**src/rtl/fp_sq_seq.sv**
```systemverilog
// Sequential binary32 squarer: shift-add significand multiply (one partial product per cycle),
// then normalize, round and flag. Constant 25-cycle latency from accepted start to done.
module fp_sq_seq #(
   parameter int unsigned W = 32,
   parameter int unsigned M = 22,
   parameter int unsigned E = 30
) (
   input  logic         clk,
   input  logic         rst,
   input  logic         start,
   input  logic [W-1:0] in1,
   input  logic [2:0]   round_m,
   output logic         busy,
   output logic         done,
   output logic [W-1:0] out,
   output logic         ov,
   output logic         un,
   output logic         inv,
   output logic         inexact
);

   localparam int unsigned FW   = M + 1;
   localparam int unsigned SW   = FW + 1;
   localparam int unsigned PW   = 2 * SW;
   localparam int unsigned EW   = E - M;
   localparam int unsigned ERW  = EW + 2;
   localparam int unsigned CW   = $clog2(SW);
   localparam int unsigned Bias = (1 << (EW - 1)) - 1;
   localparam int unsigned EMax = (1 << EW) - 1;

   localparam logic [2:0] ModeRne = 3'b000;
   localparam logic [2:0] ModeRu  = 3'b011;
   localparam logic [2:0] ModeRna = 3'b100;

   localparam logic [W-1:0] PosInf  = {1'b0, {EW{1'b1}}, {FW{1'b0}}};
   localparam logic [W-1:0] QNan    = {1'b0, {EW{1'b1}}, 1'b1, {(FW-1){1'b0}}};
   localparam logic [W-1:0] MaxNorm = {1'b0, {(EW-1){1'b1}}, 1'b0, {FW{1'b1}}};

   typedef enum logic [1:0] {StIdle, StMul, StRnd} state_e;
   typedef enum logic [2:0] {SpNone, SpNan, SpInf, SpZero, SpSub} spec_e;

   state_e          state_q, state_d;
   spec_e           spec_q, spec_d, spec_in;
   logic [CW-1:0]   cnt_q, cnt_d;
   logic [PW-1:0]   acc_q, acc_d;
   logic [SW-1:0]   sig_q, sig_d;
   logic [EW-1:0]   exp_q, exp_d;
   logic [2:0]      mode_q, mode_d;
   logic            snan_q, snan_d;
   logic [W-1:0]    out_q, out_d;
   logic            ov_q, ov_d, un_q, un_d, inv_q, inv_d, inx_q, inx_d;
   logic            done_q, done_d;

   logic            n, g, s, inc, carry, uflow, oflow;
   logic [FW-1:0]   frac_raw, frac_rnd;
   logic [ERW-1:0]  er, er_rnd;
   logic [W-1:0]    res_out;
   logic            res_ov, res_un, res_inv, res_inx;

   always_comb begin
      spec_in = SpNone;
      if (in1[E:M+1] == {EW{1'b1}}) begin
         spec_in = (in1[M:0] != '0) ? SpNan : SpInf;
      end else if (in1[E:M+1] == '0) begin
         spec_in = (in1[M:0] != '0) ? SpSub : SpZero;
      end
   end

   // Normalize and round the finished product held in acc_q.
   always_comb begin
      n = acc_q[PW-1];
      if (n) begin
         frac_raw = acc_q[PW-2 -: FW];
         g        = acc_q[PW-2-FW];
         s        = |acc_q[PW-3-FW:0];
      end else begin
         frac_raw = acc_q[PW-3 -: FW];
         g        = acc_q[PW-3-FW];
         s        = |acc_q[PW-4-FW:0];
      end
      er = {1'b0, exp_q, 1'b0} - ERW'(Bias) + {{(ERW-1){1'b0}}, n};
      case (mode_q)
         ModeRne: inc = g & (s | frac_raw[0]);
         ModeRna: inc = g;
         ModeRu:  inc = g | s;
         default: inc = 1'b0;
      endcase
      {carry, frac_rnd} = {1'b0, frac_raw} + {{FW{1'b0}}, inc};
      er_rnd = er + {{(ERW-1){1'b0}}, carry};
      uflow  = er[ERW-1] | (er == '0);
      oflow  = !uflow && (er_rnd >= ERW'(EMax));

      res_out = {1'b0, er_rnd[EW-1:0], frac_rnd};
      res_ov  = 1'b0;
      res_un  = 1'b0;
      res_inv = 1'b0;
      res_inx = g | s;
      unique case (spec_q)
         SpNan: begin
            res_out = QNan;
            res_inv = snan_q;
            res_inx = 1'b0;
         end
         SpInf: begin
            res_out = PosInf;
            res_inx = 1'b0;
         end
         SpZero: begin
            res_out = '0;
            res_inx = 1'b0;
         end
         SpSub: begin
            res_out = '0;
            res_un  = 1'b1;
            res_inx = 1'b1;
         end
         default: begin
            if (uflow) begin
               res_out = '0;
               res_un  = 1'b1;
               res_inx = 1'b1;
            end else if (oflow) begin
               res_ov  = 1'b1;
               res_inx = 1'b1;
               res_out = (mode_q == ModeRne || mode_q == ModeRna || mode_q == ModeRu) ?
                         PosInf : MaxNorm;
            end
         end
      endcase
   end

   always_comb begin
      state_d = state_q;
      spec_d  = spec_q;
      cnt_d   = cnt_q;
      acc_d   = acc_q;
      sig_d   = sig_q;
      exp_d   = exp_q;
      mode_d  = mode_q;
      snan_d  = snan_q;
      out_d   = out_q;
      ov_d    = ov_q;
      un_d    = un_q;
      inv_d   = inv_q;
      inx_d   = inx_q;
      done_d  = 1'b0;
      unique case (state_q)
         StIdle: begin
            if (start) begin
               state_d = StMul;
               cnt_d   = '0;
               acc_d   = '0;
               sig_d   = {1'b1, in1[M:0]};
               exp_d   = in1[E:M+1];
               mode_d  = round_m;
               spec_d  = spec_in;
               snan_d  = ~in1[M];
            end
         end
         StMul: begin
            if (sig_q[cnt_q]) begin
               acc_d = acc_q + (PW'(sig_q) << cnt_q);
            end
            cnt_d = cnt_q + CW'(1);
            if (cnt_q == CW'(SW - 1)) begin
               state_d = StRnd;
            end
         end
         StRnd: begin
            state_d = StIdle;
            done_d  = 1'b1;
            out_d   = res_out;
            ov_d    = res_ov;
            un_d    = res_un;
            inv_d   = res_inv;
            inx_d   = res_inx;
         end
         default: state_d = StIdle;
      endcase
   end

   always_ff @(posedge clk) begin
      if (rst) begin
         state_q <= StIdle;
         spec_q  <= SpNone;
         cnt_q   <= '0;
         acc_q   <= '0;
         sig_q   <= '0;
         exp_q   <= '0;
         mode_q  <= '0;
         snan_q  <= 1'b0;
         out_q   <= '0;
         ov_q    <= 1'b0;
         un_q    <= 1'b0;
         inv_q   <= 1'b0;
         inx_q   <= 1'b0;
         done_q  <= 1'b0;
      end else begin
         state_q <= state_d;
         spec_q  <= spec_d;
         cnt_q   <= cnt_d;
         acc_q   <= acc_d;
         sig_q   <= sig_d;
         exp_q   <= exp_d;
         mode_q  <= mode_d;
         snan_q  <= snan_d;
         out_q   <= out_d;
         ov_q    <= ov_d;
         un_q    <= un_d;
         inv_q   <= inv_d;
         inx_q   <= inx_d;
         done_q  <= done_d;
      end
   end

   assign busy    = (state_q != StIdle);
   assign done    = done_q;
   assign out     = out_q;
   assign ov      = ov_q;
   assign un      = un_q;
   assign inv     = inv_q;
   assign inexact = inx_q;

endmodule

```
**config.mk**
```make
export PLATFORM = sky130hd
export DESIGN_NAME = fp_sq_seq
export DESIGN_NICKNAME = d
export VERILOG_FILES = /design/src/rtl/fp_sq_seq.sv
export SDC_FILE = /design/constraint.sdc
export NUM_CORES = 1
export LEC_CHECK = 0
export CAP_MARGIN = 20
export CELL_PAD_IN_SITES_DETAIL_PLACEMENT = 2
export CELL_PAD_IN_SITES_GLOBAL_PLACEMENT = 2
export CORE_ASPECT_RATIO = 0.7
export CORE_MARGIN = 2
export CORE_UTILIZATION = 30
export DETAILED_ROUTE_END_ITERATION = 8
export PLACE_DENSITY_LB_ADDON = 0.1
export SLEW_MARGIN = 5
export SYNTH_ARGS = -nofsm -noshare
export SYNTH_HDL_FRONTEND = slang
export SYNTH_SLANG_ARGS = --single-unit
```
**constraint.sdc**
```tcl
create_clock -name clk -period 6.6 [get_ports clk]
set_clock_uncertainty 0.1 [all_clocks]
set_input_delay 1.32 -clock clk [delete_from_list [all_inputs] [get_ports clk]]
set_output_delay 1.32 -clock clk [all_outputs]
set_load 0.02 [all_outputs]
```
Word level (Yosys, flattened, before mapping) --
Index checks and enable logic that the tools add are counted.
Operators by class: $lt $le $gt $ge 2, eq/ne operators 13, $add $sub $neg 6, muxes and demuxes 32, bitwise logic cells 5, shift operators 1, reductions and logical operators 20
Operator list (number):
- 2-to-1 mux 48 bit | 2
- case mux 48 bit (2 select lines) | 1
- case mux 31 bit (3 select lines) | 1
- 2-to-1 mux 31 bit | 2
- adder 48 bit | 1
- left shift 24 x 5 -> 48 bit | 1
- adder 23 x 1 -> 24 bit | 1
- 2-to-1 mux 24 bit | 1
- 2-to-1 mux 23 bit | 1
- nonzero test 23 bit | 1
- OR reduction 23 bit | 1
- OR reduction 22 bit | 1
- adder 10 x 1 -> 10 bit | 2
- 2-to-1 mux 1 bit | 11
- >= comparator 10 x 8 -> 1 bit, second input constant | 1
- logical NOT 10 bit | 1
- case mux 5 bit (2 select lines) | 1
- subtractor 9 x 7 -> 10 bit, second input constant | 1
- equality test 3 x 2 -> 1 bit, second input constant | 3
- 2-to-1 mux 3 bit | 3
- equality test 8 bit, second input constant | 1
- logical NOT 8 bit | 1
- equality test 3 bit, second input constant | 2
- < comparator 5 x 6 -> 1 bit, second input constant | 1
- other kinds (26) | 37
Storage, ports and cells: register bits 131, output and inout port bits 38, input port bits 38

Logic depth before layout (Yosys ltp) --
Gate-level depths: netlist of run 1.
word-level depth 12, mapped depth 27, mapped depth without buffers 24

Worst setup path after synthesis of run 1 --
Ideal clock, no wire load.
kind reg-to-reg, start point reg acc_q[47], end point reg out_q[11] (netlist: out[11]), data arrival time 5.328 ns, clock period less this slack 5.495 ns, data required time 6.433 ns, path slack 1.105 ns, cell stages (with the launch flop) 25, path through dfxtp_1 buf_2 buf_4 clkbuf_1 mux2_2 nor4_1 o41ai_1 ha_1 nand3_1 a21oi_1 and4_1 nor4b_2 nand4_1 nor3_1 ha_1 ha_1 nand4b_1 a32oi_4 nand3_2 or3_1 a21oi_2 nor2_4 a21o_2 buf_6 o21ai_2
On the way: cells in the longest elaborated chain, start to end 11
RTL lines:
- start: declaration | RTL line 45 | logic [PW-1:0] acc_q, acc_d;
- start signal: assignment | RTL line 187 | acc_q <= '0;
- start signal: assignment | RTL line 202 | acc_q <= acc_d;
- 2-to-1 mux 1 bit / 2-to-1 mux 23 bit (equally long branches) | RTL line 72 | if (n) begin
- OR 1 bit | RTL line 83 | ModeRne: inc = g & (s | frac_raw[0]);
- AND 1 bit | RTL line 83
- case mux 1 bit (3 select lines) | RTL line 82 | case (mode_q)
- adder 23 x 1 -> 24 bit | RTL line 88 | {carry, frac_rnd} = {1'b0, frac_raw} + {{FW{1'b0}}, inc};
- adder 10 x 1 -> 10 bit | RTL line 89 | er_rnd = er + {{(ERW-1){1'b0}}, carry};
- >= comparator 10 x 8 -> 1 bit | RTL line 91 | oflow = !uflow && (er_rnd >= ERW'(EMax));
- logical AND 1 bit | RTL line 91
- 2-to-1 mux 31 bit | RTL line 122 | end else if (oflow) begin
- 2-to-1 mux 31 bit (*) | RTL line 118 | if (uflow) begin
- case mux 31 bit (3 select lines) (*) | RTL line 98 | unique case (spec_q)
- end signal: assignment | RTL line 207 | out_q <= out_d;
- end: declaration | RTL line 50 | logic [W-1:0] out_q, out_d;
Mark *: on every way between the ends. The rest lies on a longest branch, timed or not. A chain may end at the register's enable or synchronous reset.

Worst setup path after layout of run 1 --
start point reg cnt_q[1], end point reg acc_q[40]
On the way: cells in the longest elaborated chain, start to end 4
RTL lines:
- start: declaration | RTL line 44 | logic [CW-1:0] cnt_q, cnt_d;
- start signal: assignment | RTL line 201 | cnt_q <= cnt_d;
- left shift 24 x 5 -> 48 bit / binary-select mux 1 bit (select 5 bit) (equally long branches) | RTL line 162, 161
- adder 48 bit / 2-to-1 mux 1 bit (equally long branches) | RTL line 162, 161
- 2-to-1 mux 48 bit / inequality test 2 bit (equally long branches)
- case mux 48 bit (2 select lines) / AND reduction 3 bit (equally long branches)
Parallel ways exist; a longest one is shown, timed or not. The select of a mux whose other input is x is not followed.

==> flow_summary.toml, run 1 <==
[clocking]
cts_tree = "built"
cts_buffer_depth = 2
clkTransAtPathRegs_ps = 70
insertion_delay_ps = 460
cts_buffers = 17
cts.htree.levels = 4
cts_sinks = 130
holdBufCountCts = 0
cts-root-buf = "clkbuf_16"

[worst_setup_path]
required_ps = 6900
r2r-start = "cnt_q[1]"
criticalPathCategory = "flip-flop to flip-flop"
setup.worst_path.start = "cnt_q[1]"
end_kind = "flip-flop"
crit_fanout = 9
critPathArrivalTime_ps = 6350
start_kind = "flip-flop"

[routing]
vias = 10700
firstDrtPassIters = 5
wl_met1_mm = 21.8
via_per_inst = 5.50
drc = 0
wirelength_mm = 41.1
drtIter0Drc = 666
drtAntennaViolNets = 0
routed-wl-met2_mm = 17.5
route.met3.wl_mm = 1.39
dr.max_layer_used = "met4"
avgRoutedWirePerCell_um = 21.1

[synth]
ys_ff_latch = 130
syn_avg_cell_area_um2 = 7.40
synth_cells = 1435
synth_top_family_by_area = "compound AO/OA/AOI/OAI gates"
synth_nets = 1528
yosys.cell_types.count = 79
seq_area_frac_synth = 0.245
yosys.area_share.simple = 0.240
synth_xor_area_frac = 0.0536
synth_area_mm2 = 0.0106
synthAdderAreaFrac = 0.0655
synth-compound-area-share = 0.257
synthFlopType = "dfxtp_1"
synth.mux.area_fraction = 0.0936
synth_edf_count = 0
async_reset_ff_frac = 0
yosys_warnings = 0

[global_routing]
grt_usage = 0.227
grt-ovfl-total = 0
grt_pass1_vias = 11200
grt_start_max_net_pins = 83
grt_first_pass_wirelength_mm = 66.0
antenna_found_initial = 1

[final_layout]
nFillCells = 4109
synthToLayoutAreaGrowth_pct = 16.6
n_antenna_cell = 0
fin_nets = 1556
drive_gt1_frac = 0.0969
final_core_utilization = 0.356

[power]
comb_power_share = 0.191
irDropWorstVdd_mv = 0.127
p_sw_frac = 0.320
power.switching_mw = 0.735
intPower_mw = 1.56
p_per_area_mw_per_mm2 = 186
pwr-share-seq = 0.365
clockPowerShare = 0.443
finalPower_mw = 2.30
p_leak_nw = 4.60

[placed_design]
numPortBuffers = 73
dpl.hpwl_mm = 32.0
gp_congestion = 0.856

[worst_hold_path]
worstHoldStart = "out[8]"
hp-class = "flip-flop to flip-flop"

[die]
start_util = 0.305
floorplan.rows = 57
die_y_um = 161
die_w_um = 229
pin_count = 76
core_area_mm2 = 0.0348
die-area_mm2 = 0.0370

[run_status]
status = "complete, no violations"

[timing]
rsz0062_at_grt = "false"
final_max_slew_viol_count = 0
setup_viol = 0
period_minus_slack_ps = 6050
tightest_slew_ps = 1070
slew_headroom = 0.288
fmaxAchievable_mhz = 165
finalHoldViolations = 0
final.setup.tns_ps = 0
min_period_over_period = 0.916

[job]
max_cap_viol_count = 0
-- timing repair --
item | 4_1_cts | 5_1_grt
buffers inserted | 0 | 0
endpoints found under the hold margin | 0 | 0
setup endpoints to repair | 0 | 29
gates resized for setup | 0 | 2
-- logic make-up (layout without fill, tap and decap cells) --
kind of cell,Yosys count,after routing
compound gates,429,429
xor+xnor,65,65
fa+ha+maj,55,55
buf+inv,116,157
flops,130,130
mux,86,86
other cells,1,1
simple gates,553,553
-- worst max-delay path: stages, from the launching register on --
cell and delay, ps:
dfxtp_1 680, mux2i_1 560, nor2_1 100, a21oi_1 370, mux2i_1 250, o21ai_0 410
o22ai_1 220, ha_1 400, a211oi_1 390, o21bai_1 220, a2111oi_0 670, nand4_1 310
a31oi_1 400, o221a_2 300, o221ai_1 210, mux2_2 320, nand2_1 60
-- final timing paths --
path | to | slack, ps | cells past startpoint
max | acc_q[40] | 550 | 16
min | out[8] | 350 | 2
max reg2reg | acc_q[40] | 550 | 16
min reg2reg | out[8] | 350 | 2
-- cells in the final DEF (no fill, tap or decap), types with 18 or more instances in the layout --
master           count
xor2_1              23
nor4_1              20
o21ai_0             83
ha_1                54
buf_4               25
nor3_1              18
mux2i_1             42
a22oi_1             22
a21oi_1            152
inv_1               25
o21ai_2             20
dfxtp_1            128
nand2_1            205
clkdlybuf4s50_1     72
nor2_1             157
mux2_2              37
xnor2_1             42
a21o_1              23
nand4_1             20
nand3_1             36
-- per-layer routing --
layer / vias up / GRT usage
met5: - / 0
met3: 24 / 0.0335
li1: 5248 / -
met1: 5305 / 0.338
met4: 0 / 0.0457
met2: 131 / 0.343
-- power by group through the flow --
stage	Combinational, mW	Clock (mW)	Sequential [mW]
2_1_floorplan	0.302	0	0.837
3_3_place_gp	0.427	0	0.855
3_5_place_dp	0.439	0	0.857
4_1_cts	0.442	1.05	0.840
5_1_grt	0.487	1.08	0.844
6_report	0.440	1.02	0.840
-- stage by stage --
step | instances | worst slack (ps) | hold WS, ps | cell area (µm²)
6_report | 1948 | 553 | 350 | 12400
5_1_grt | 1948 | 17.3 | 385 | 12400
4_1_cts | 1948 | 253 | 358 | 12400
3_5_place_dp | 1916 | 284 | 343 | 11800
3_3_place_gp | 1916 | 497 | 337 | 11800
2_1_floorplan | 1435 | 1110 | 349 | 10600
-- flip-flops by register name, summed over array words and instances, names as in the netlist --
signal,count
acc_q,48
state_q,2
snan_q,1
ov,1
sig_q,24
spec_q,3
inexact,1
un,1
inv,1
exp_q,8
done,1
mode_q,3
out,31
cnt_q,5
-- layout make-up --
type / instances / area (µm²) / share of cell area
clock buffers: 18 / 429 / 0.0347
clock inverters: 14 / 180 / 0.0145
inverters: 27 / 101 / 0.00818
multi-input cells: 1189 / 7570 / 0.611
flip-flops and latches: 130 / 2610 / 0.210
well taps: 472 / 591 / 0.0477
repair buffers: 98 / 913 / 0.0737
-- cell usage after synthesis, types with 16 or more instances --
| library cell | count | area (µm²) |
|---|---|---|
| o21ai_2 | 20 | 175 |
| a22oi_1 | 22 | 165 |
| nand2_1 | 205 | 769 |
| a211oi_1 | 16 | 120 |
| nor3_1 | 19 | 95.1 |
| nand3_1 | 36 | 180 |
| mux2_2 | 37 | 417 |
| mux2i_1 | 42 | 420 |
| a21oi_1 | 152 | 761 |
| inv_1 | 25 | 93.8 |
| buf_2 | 16 | 80.1 |
| xnor2_1 | 42 | 368 |
| clkbuf_1 | 53 | 199 |
| nor2_1 | 158 | 593 |
| nor4_1 | 20 | 125 |
| dfxtp_1 | 130 | 2600 |
| o21ai_0 | 83 | 415 |
| a21o_1 | 23 | 173 |
| xor2_1 | 23 | 201 |
| nand4_1 | 20 | 125 |
| ha_1 | 54 | 676 |
(Power assumes the default switching activity.)
==> run 2: changes to the inputs <==
--- a/config.mk
+++ b/config.mk
@@ -13,6 +13,7 @@
 export CORE_UTILIZATION = 30
 export DETAILED_ROUTE_END_ITERATION = 8
 export PLACE_DENSITY_LB_ADDON = 0.1
+export SETUP_SLACK_MARGIN = 0.05
 export SLEW_MARGIN = 5
 export SYNTH_ARGS = -nofsm -noshare
 export SYNTH_HDL_FRONTEND = slang
==> run 2 against run 1 <==
Against the previous run: core utilization barely moved; via count is essentially flat; worst setup slack got worse by 40 ps; cell count did not move; sequential share of layout area hardly changed; hold slack about the same; total power rose by 0.20%; final area is essentially flat; global-route usage unchanged; highest routed layer unchanged; die area unchanged; register-to-register slack worse by 40 ps; sequential power about the same.
==> flow_summary.toml, run 2 (synthesis results as in run 1) <==
[routing]
vias = 10700
drtIter0Drc = 712
via_per_inst = 5.50
wirelength_mm = 41.2
drtAntennaViolNets = 0
drc = 0
firstDrtPassIters = 5
avgRoutedWirePerCell_um = 21.1

[timing]
setup_viol = 0
period_minus_slack_ps = 6090
final_max_slew_viol_count = 0
final.setup.tns_ps = 0
fmaxAchievable_mhz = 164
tightest_slew_ps = 1050
min_period_over_period = 0.922
rsz0062_at_grt = "false"
slew_headroom = 0.298
fin_hold_ws_ps = 350
finalHoldViolations = 0

[global_routing]
grt_pass1_vias = 11200
top_usage_layer = "met2"
antenna_found_initial = 1
grt_usage = 0.227
grt_start_max_net_pins = 83
grt_use_met3 = 0.0335
grt_first_pass_wirelength_mm = 66.0
met1_usage = 0.338
grt-ovfl-total = 0
grt_util_met2 = 0.343

[final_layout]
largest_reg_flops = 48
layout_common_cells = "nand2_1 (205), nor2_1 (157), a21oi_1 (151)"
final_core_utilization = 0.356
final_common_cell = "nand2_1"
top_register = "acc_q"
synthToLayoutAreaGrowth_pct = 16.6
nFillCells = 4108
drive_gt1_frac = 0.0976
fin_nets = 1556
n_antenna_cell = 0

[worst_setup_path]
end_kind = "flip-flop"
critPathArrivalTime_ps = 6390
crit_fanout = 9
start_kind = "flip-flop"
crit_chain = "mux2i_1, nor2_1, a21oi_1, mux2i_1, o21ai_0, o22ai_1, ha_1, a211oi_1, o21bai_1, a2111oi_0, nand4_1, a31oi_1, o221a_2, o221ai_1, mux2_2, nand2_1"
slowest_delay_ps = 690
slowest_stage = "dfxtp_1"
r2r_cells = 16
criticalPathCategory = "flip-flop to flip-flop"
cpMostUsedCell = "mux2i_1"
required_ps = 6910

[run_status]
status = "complete, no violations"

[power]
p_leak_nw = 4.60
irDropWorstVdd_mv = 0.127
p_per_area_mw_per_mm2 = 186

[die]
die_y_um = 161
start_util = 0.305
die_w_um = 229
core_area_mm2 = 0.0348
floorplan.rows = 57
die-area_mm2 = 0.0370
pin_count = 76

[clocking]
insertion_delay_ps = 460
cts_tree = "built"
cts_buffers = 17
clkTransAtPathRegs_ps = 70
cts-root-buf = "clkbuf_16"
cts.htree.levels = 4
holdBufCountCts = 0
cts_buffer_depth = 2
cts_sinks = 130

[placed_design]
gp_congestion = 0.856
dpl.hpwl_mm = 32.0
numPortBuffers = 73

[worst_hold_path]
hp-class = "flip-flop to flip-flop"
min_delay_path_depth = 2

[job]
max_cap_viol_count = 0
run 2: cell counts in the layout (fill, tap and decap cells not counted):
No cell type changed its count.
run 2: worst max-delay path, delay by kind of cell (launching register included):
family | cells | cell delay [ps]
flops | 1 | 690
simple gates | 3 | 470
fa+ha+maj | 1 | 400
compound gates | 9 | 3200
mux | 3 | 1140
run 2: worst paths after layout:
check	to	startpoint	slack, ps
max reg2reg	acc_q[40]	cnt_q[1]	510
max	acc_q[40]	cnt_q[1]	510
min reg2reg	out[8]	out[8]	350
min	out[8]	out[8]	350
run 2: where the power goes:
group	switching (mW)	leakage [nW]	total [mW]	internal [mW]
sequential	0.0345	1.05	0.840	0.806
combinational	0.282	3.25	0.441	0.159
clock	0.423	0.297	1.02	0.599
run 2: metrics by stage:
step | instances | setup WS [ps] | instance area, µm² | power [mW]
final | 1948 | 513 | 12400 | 2.30
after global routing | 1948 | 174 | 12400 | 2.41
after CTS | 1948 | 253 | 12400 | 2.33
after detailed placement | 1916 | 284 | 11800 | 1.30
after global placement | 1916 | 497 | 11800 | 1.28
after floorplan | 1435 | 1110 | 10600 | 1.14
run 2: cell type report:
cell class	count	area (µm²)	area share
multi-input combinational	1189	7570	0.611
clock inverter	14	180	0.0145
sequential	130	2610	0.210
timing repair buffer	98	913	0.0737
clock buffer	18	429	0.0346
tap	472	591	0.0477
inverter	27	101	0.00818
run 2: what timing repair did:
action / CTS / global route
endpoints found under the setup margin: 0 / 29
gates resized for setup: 0 / 3
buffers inserted: 0 / 0
run 2: layer usage:
| layer | wire length, µm | part of all wire |
|---|---|---|
| met4 | 388 | 0.0094 |
| met3 | 1200 | 0.029 |
| met1 | 22100 | 0.54 |
| met5 | 0 | 0 |
| met2 | 17500 | 0.42 |
